[config.mk]
export PLATFORM = sky130hd
export DESIGN_NAME = cursor_sprite_ctrl
export DESIGN_NICKNAME = d
export VERILOG_FILES = /design/src/rtl/cursor_sprite_ctrl.sv
export SDC_FILE = /design/constraint.sdc
export NUM_CORES = 1
export LEC_CHECK = 0
export ABC_AREA = 1
export CAP_MARGIN = 20
export CORE_MARGIN = 2
export CORE_UTILIZATION = 55
export CTS_BUF_LIST = sky130_fd_sc_hd__clkbuf_4
export CTS_CLUSTER_SIZE = 28
export DETAILED_ROUTE_END_ITERATION = 8
export GPL_ROUTABILITY_DRIVEN = 0
export GPL_TIMING_DRIVEN = 0
export PLACE_DENSITY = 0.86
export SYNTH_ARGS = -nofsm -noshare
export SYNTH_HDL_FRONTEND = slang
export SYNTH_SLANG_ARGS = --single-unit
[constraint.sdc]
create_clock -name clk -period 6.35 [get_ports clk]
set_clock_uncertainty 0.15 [all_clocks]
set_input_delay 1.27 -clock clk [delete_from_list [all_inputs] [get_ports clk]]
set_output_delay 1.27 -clock clk [all_outputs]
set_load 0.05 [all_outputs]
[src/rtl/cursor_sprite_ctrl.sv]
// Cursor sprite sequencer: fetches outline/fill glyph rows in hblank and
// emits a registered 2-bit pixel class during active video, with blink.
module cursor_sprite_ctrl #(
    parameter int BLINK_FRAMES = 30,
    parameter int BLINK_W      = 6
) (
    input  logic        clk,
    input  logic        rst_n,
    input  logic        frame_tick,
    input  logic        line_req,
    input  logic [10:0] line_y,
    input  logic [10:0] pix_x,
    input  logic        video_on,
    input  logic [10:0] cur_x,
    input  logic [10:0] cur_y,
    input  logic [1:0]  cur_kind,
    input  logic        blink_en,
    output logic [10:0] rom_addr,
    input  logic [15:0] rom_data,
    output logic [1:0]  cursor_px,
    output logic        busy
);

    typedef enum logic [1:0] {
        IDLE,
        FETCH_O,
        CAP_O,
        CAP_F
    } state_e;

    localparam logic [BLINK_W-1:0] BLINK_LAST = BLINK_W'(BLINK_FRAMES - 1);

    state_e              state_q;
    logic [10:0]         rom_addr_q;
    logic                busy_q;
    logic [15:0]         obuf_q;
    logic [15:0]         fbuf_q;
    logic                hit_q;
    logic [3:0]          frow_q;
    logic [1:0]          fkind_q;
    logic [10:0]         cx_q;
    logic [10:0]         cy_q;
    logic [1:0]          kind_q;
    logic                ben_q;
    logic [BLINK_W-1:0]  cnt_q;
    logic                phase_q;
    logic [1:0]          px_q;

    logic [10:0] row_d;
    logic        row_hit_d;
    logic [10:0] col_d;
    logic [3:0]  idx_d;
    logic        on_d;
    logic [1:0]  px_d;

    // Lines above the sprite wrap to large rows and therefore miss.
    assign row_d     = line_y - cy_q;
    assign row_hit_d = row_d < 11'd16;

    always_ff @(posedge clk or negedge rst_n) begin
        if (!rst_n) begin
            cx_q    <= '0;
            cy_q    <= '0;
            kind_q  <= '0;
            ben_q   <= 1'b0;
            cnt_q   <= '0;
            phase_q <= 1'b1;
        end else if (frame_tick) begin
            cx_q   <= cur_x;
            cy_q   <= cur_y;
            kind_q <= (cur_kind == 2'd3) ? 2'd0 : cur_kind;
            ben_q  <= blink_en;
            if (!blink_en) begin
                cnt_q   <= '0;
                phase_q <= 1'b1;
            end else if (cnt_q == BLINK_LAST) begin
                cnt_q   <= '0;
                phase_q <= ~phase_q;
            end else begin
                cnt_q <= cnt_q + 1'b1;
            end
        end
    end

    // A new line_req always wins, aborting any fetch in flight.
    always_ff @(posedge clk or negedge rst_n) begin
        if (!rst_n) begin
            state_q    <= IDLE;
            rom_addr_q <= '0;
            busy_q     <= 1'b0;
            obuf_q     <= '0;
            fbuf_q     <= '0;
            hit_q      <= 1'b0;
            frow_q     <= '0;
            fkind_q    <= '0;
        end else if (line_req) begin
            hit_q <= 1'b0;
            if (row_hit_d) begin
                rom_addr_q <= {4'b0, kind_q, 1'b0, row_d[3:0]};
                frow_q     <= row_d[3:0];
                fkind_q    <= kind_q;
                busy_q     <= 1'b1;
                state_q    <= FETCH_O;
            end else begin
                obuf_q  <= '0;
                fbuf_q  <= '0;
                busy_q  <= 1'b0;
                state_q <= IDLE;
            end
        end else begin
            case (state_q)
                IDLE: state_q <= IDLE;
                FETCH_O: begin
                    rom_addr_q <= {4'b0, fkind_q, 1'b1, frow_q};
                    state_q    <= CAP_O;
                end
                CAP_O: begin
                    obuf_q  <= rom_data;
                    state_q <= CAP_F;
                end
                CAP_F: begin
                    fbuf_q  <= rom_data;
                    hit_q   <= 1'b1;
                    busy_q  <= 1'b0;
                    state_q <= IDLE;
                end
                default: state_q <= IDLE;
            endcase
        end
    end

    assign col_d = pix_x - cx_q;
    assign idx_d = 4'hF - col_d[3:0];
    assign on_d  = video_on & hit_q & (col_d < 11'd16)
                 & (phase_q | ~ben_q);

    always_comb begin
        px_d = 2'b00;
        if (on_d) begin
            if (obuf_q[idx_d])      px_d = 2'b10;
            else if (fbuf_q[idx_d]) px_d = 2'b01;
        end
    end

    always_ff @(posedge clk or negedge rst_n) begin
        if (!rst_n) px_q <= 2'b00;
        else        px_q <= px_d;
    end

    assign rom_addr  = rom_addr_q;
    assign busy      = busy_q;
    assign cursor_px = px_q;

endmodule

==> impl_metrics.json <==
{
  "io_pins": 82,
  "vias": 4515,
  "cp_max_fo": 10,
  "dieArea_sq_mm": 0.00976,
  "holdCritPathClass": "reg -> reg",
  "antenna_left": 0,
  "wire_per_inst_microns": 13.4,
  "ir_drop_mv": 0.120,
  "r2r.worst_path.cells": 10,
  "relSlewSlack_pct": 63.5,
  "grt_pass1_wl_microns": 19500,
  "grt-ovfl-total": 0,
  "post-route-util_pct": 69.2,
  "status": "complete, no violations",
  "crit_arrival_ps": 3840,
  "numCtsBuffers": 9,
  "path_common_cell": "o21ai_0",
  "cts_sinks": 83,
  "cts_setup_buffers": 0,
  "finalHoldViolCount": 0,
  "diodes": 0,
  "hp-start": "fbuf_q[2]$_DFFE_PN0P_",
  "crit_family": "buffers and inverters",
  "cp.depth": 12,
  "grt_pass1_vias": 4421,
  "tightest_slew_ps": 546,
  "crit_chain": "clkdlybuf4s50_1 > inv_1 > ha_1 > fa_1 > buf_2 > o21ai_0 > o21ai_0 > inv_1 > o21ai_0 > mux2i_1 > nand2_1 > nor2_1",
  "syn_area_sq_mm": 0.00494,
  "cp-end-kind": "register",
  "final_max_slew_viol_count": 0,
  "period_needed_ps": 3640,
  "netlist.area_leader.share_pct": 41.5,
  "antenna_found_initial": 0,
  "synth_compound_area_share_pct": 8.73,
  "vias_per_cell": 5.21,
  "initial_utilization_pct": 56.7,
  "period_share_pct": 57.4,
  "detailed_place_hpwl_microns": 8940,
  "post-place-ws_ps": 2270,
  "synth_simple_gate_area_share_pct": 30.3,
  "track_usage_pct": 24.4,
  "yosysMostFrequentCell": "nand2_1",
  "setup_violations": 0,
  "yosys-top-cells-count": "184 x nand2_1, 82 x dfrtp_1, 80 x inv_1, 67 x nor2_1, 60 x o21ai_0",
  "layout_setup_ws_ps": 2710,
  "async_reset_ff_share_pct": 100,
  "post_synth_num_cell_types": 38,
  "timing.rr.start": "cx_q[0]$_DFFE_PN0P_",
  "r2r_end": "cursor_px[0]$_DFF_PN0_",
  "rsz0062_at_grt": "no",
  "cts_buffer_depth": 2,
  "max_cap_violations": 0,
  "rows": 34,
  "min_path_cells": 2,
  "worstSetupPathType": "in -> reg",
  "ys.flop_type": "dfrtp_1",
  "core_sq_mm": 0.00872,
  "fp.dieW_microns": 98.8,
  "yosysTopAreaCell": "dfrtp_1",
  "ys_ff_latch": 83,
  "synth-xor-area-share_pct": 1.77,
  "powerDensity_mw_per_mm2": 241,
  "cp-startpoint": "pix_x[0]",
  "cts_tree": "yes",
  "drc": 0,
  "synth_adder_area_share_pct": 7.14,
  "grt_max_degree": 55,
  "p_leak_nw": 3.17,
  "clock_latency_ps": 440,
  "drt-initial-drc-count": 261,
  "areaGrowthSynthToFinish_pct": 22.2,
  "synth_top_family_by_area": "simple AND/OR/NAND/NOR gates",
  "cts_root_buf": "clkbuf_4",
  "drive_gt1_share_pct": 8.31,
  "cpPeakStageDelay_ps": 660,
  "postCtsResizedCells": 0,
  "yosysWarningCount": 0,
  "syn-instance-count": 662,
  "portBuffers": 76,
  "hold_buffers": 0,
  "yosysSeqAreaShare_pct": 42.1,
  "crit_buf_inv": 4,
  "synth_mux_area_share_pct": 0.633,
  "synth_edf_count": 0,
  "crit_end": "cursor_px[0]$_DFF_PN0_",
  "htreeDepth": 3,
  "critPathSlowestCell": "fa_1",
  "drtPass1Iterations": 5,
  "nets": 848,
  "syn_avg_cell_area_sq_um": 7.47,
  "path_clk_slew_ps": 140,
  "fillCellCount": 708,
  "clock.fmax_ghz": 0.275,
  "wl_microns": 11600,
  "synthTopCellsByArea": "dfrtp_1 42%, nand2_1 14%, ha_1 6.3%",
  "timing.setup.tns_ps": 0,
  "die_h_microns": 98.8,
  "start_kind": "input port",
  "rrSetupSlack_ps": 3680,
  "cp.required_ps": 6550
}
-- power breakdown --
| group | switching, mW | internal [mW] |
|---|---|---|
| Clock | 0.197 | 0.165 |
| Combinational | 0.293 | 0.183 |
| Sequential | 0.0317 | 0.585 |
| Total | 0.521 | 0.932 |
-- layout make-up --
type | count | area, sq um | area share [%]
well taps | 108 | 135 | 2.24
flip-flops and latches | 83 | 2080 | 34.4
multi-input cells | 474 | 2410 | 40.0
plain buffers | 25 | 149 | 2.47
repair buffers | 77 | 786 | 13.0
clock buffers | 10 | 75.1 | 1.24
clock inverters | 6 | 88.8 | 1.47
inverters | 83 | 312 | 5.16
-- layer usage --
layer / routed length [microns] / vias up / GRT usage (%)
met5: 0 / - / 0
met4: 170 / 0 / 8.32
met3: 632 / 15 / 3.33
met2: 5670 / 148 / 41.9
met1: 5110 / 2092 / 31.7
li1: - / 2260 / -
-- worst min path at each step --
stage / endpoint / slack, ps
final: fbuf_q[2]$_DFFE_PN0P_ / 340
after global routing: obuf_q[3]$_DFFE_PN0P_ / 370
after CTS: fbuf_q[2]$_DFFE_PN0P_ / 340
after detailed placement: fbuf_q[2]$_DFFE_PN0P_ / 310
after global placement: fbuf_q[5]$_DFFE_PN0P_ / 300
after floorplan: fbuf_q[1]$_DFFE_PN0P_ / 290
-- cell families after synthesis --
group                      after synthesis
xor gates and xnor gates                10
adders and majority gates               27
DFF                                     83
AOI/OAI and AO/OA                       83
other                                    1
buffers and inverters                  108
muxes                                    3
and+or+nand+nor                        347
-- tightest hold or removal path, cell delays in order (launching register included) --
cell	delay, ps
dfrtp_1	370
nand2_1	50
nand2_1	50
-- placed cells by master (no fill, tap or decap), drive strengths merged, types with 2 or more instances in the layout --
| cell | Yosys | final |
|---|---|---|
| conb | 1 | 4 |
| inv | 80 | 81 |
| bufinv | 0 | 2 |
| buf | 14 | 16 |
| clkdlybuf4s50 | 0 | 75 |
| nor2 | 70 | 70 |
| mux2i | 2 | 2 |
| nand3 | 60 | 60 |
| nand4 | 3 | 3 |
| ha | 25 | 25 |
| nand2 | 209 | 209 |
| fa | 2 | 2 |
| o21ai | 62 | 62 |
| or2 | 2 | 2 |
| clkinvlp | 0 | 2 |
| clkinv | 3 | 4 |
| a21oi | 15 | 15 |
| dfrtp | 82 | 82 |
| o21bai | 3 | 3 |
| xor2 | 9 | 9 |
| clkbuf | 11 | 21 |
-- through the flow --
| step | hold WS, ps | instances | area [sq um] | power (mW) |
|---|---|---|---|---|
| after floorplan | 287 | 665 | 4950 | 0.937 |
| after global placement | 300 | 849 | 5850 | 1.08 |
| after detailed placement | 309 | 850 | 5870 | 1.10 |
| after CTS | 338 | 866 | 6040 | 1.45 |
| after global routing | 373 | 866 | 6040 | 1.53 |
| final | 344 | 866 | 6040 | 1.45 |
-- state kept, by name (all words and copies together), names as in the netlist, 4 cells and up --
register / count
cx_q: 11
cnt_q: 6
frow_q: 4
obuf_q: 16
cy_q: 11
rom_addr: 7
fbuf_q: 16
(Power assumes the default switching activity.)
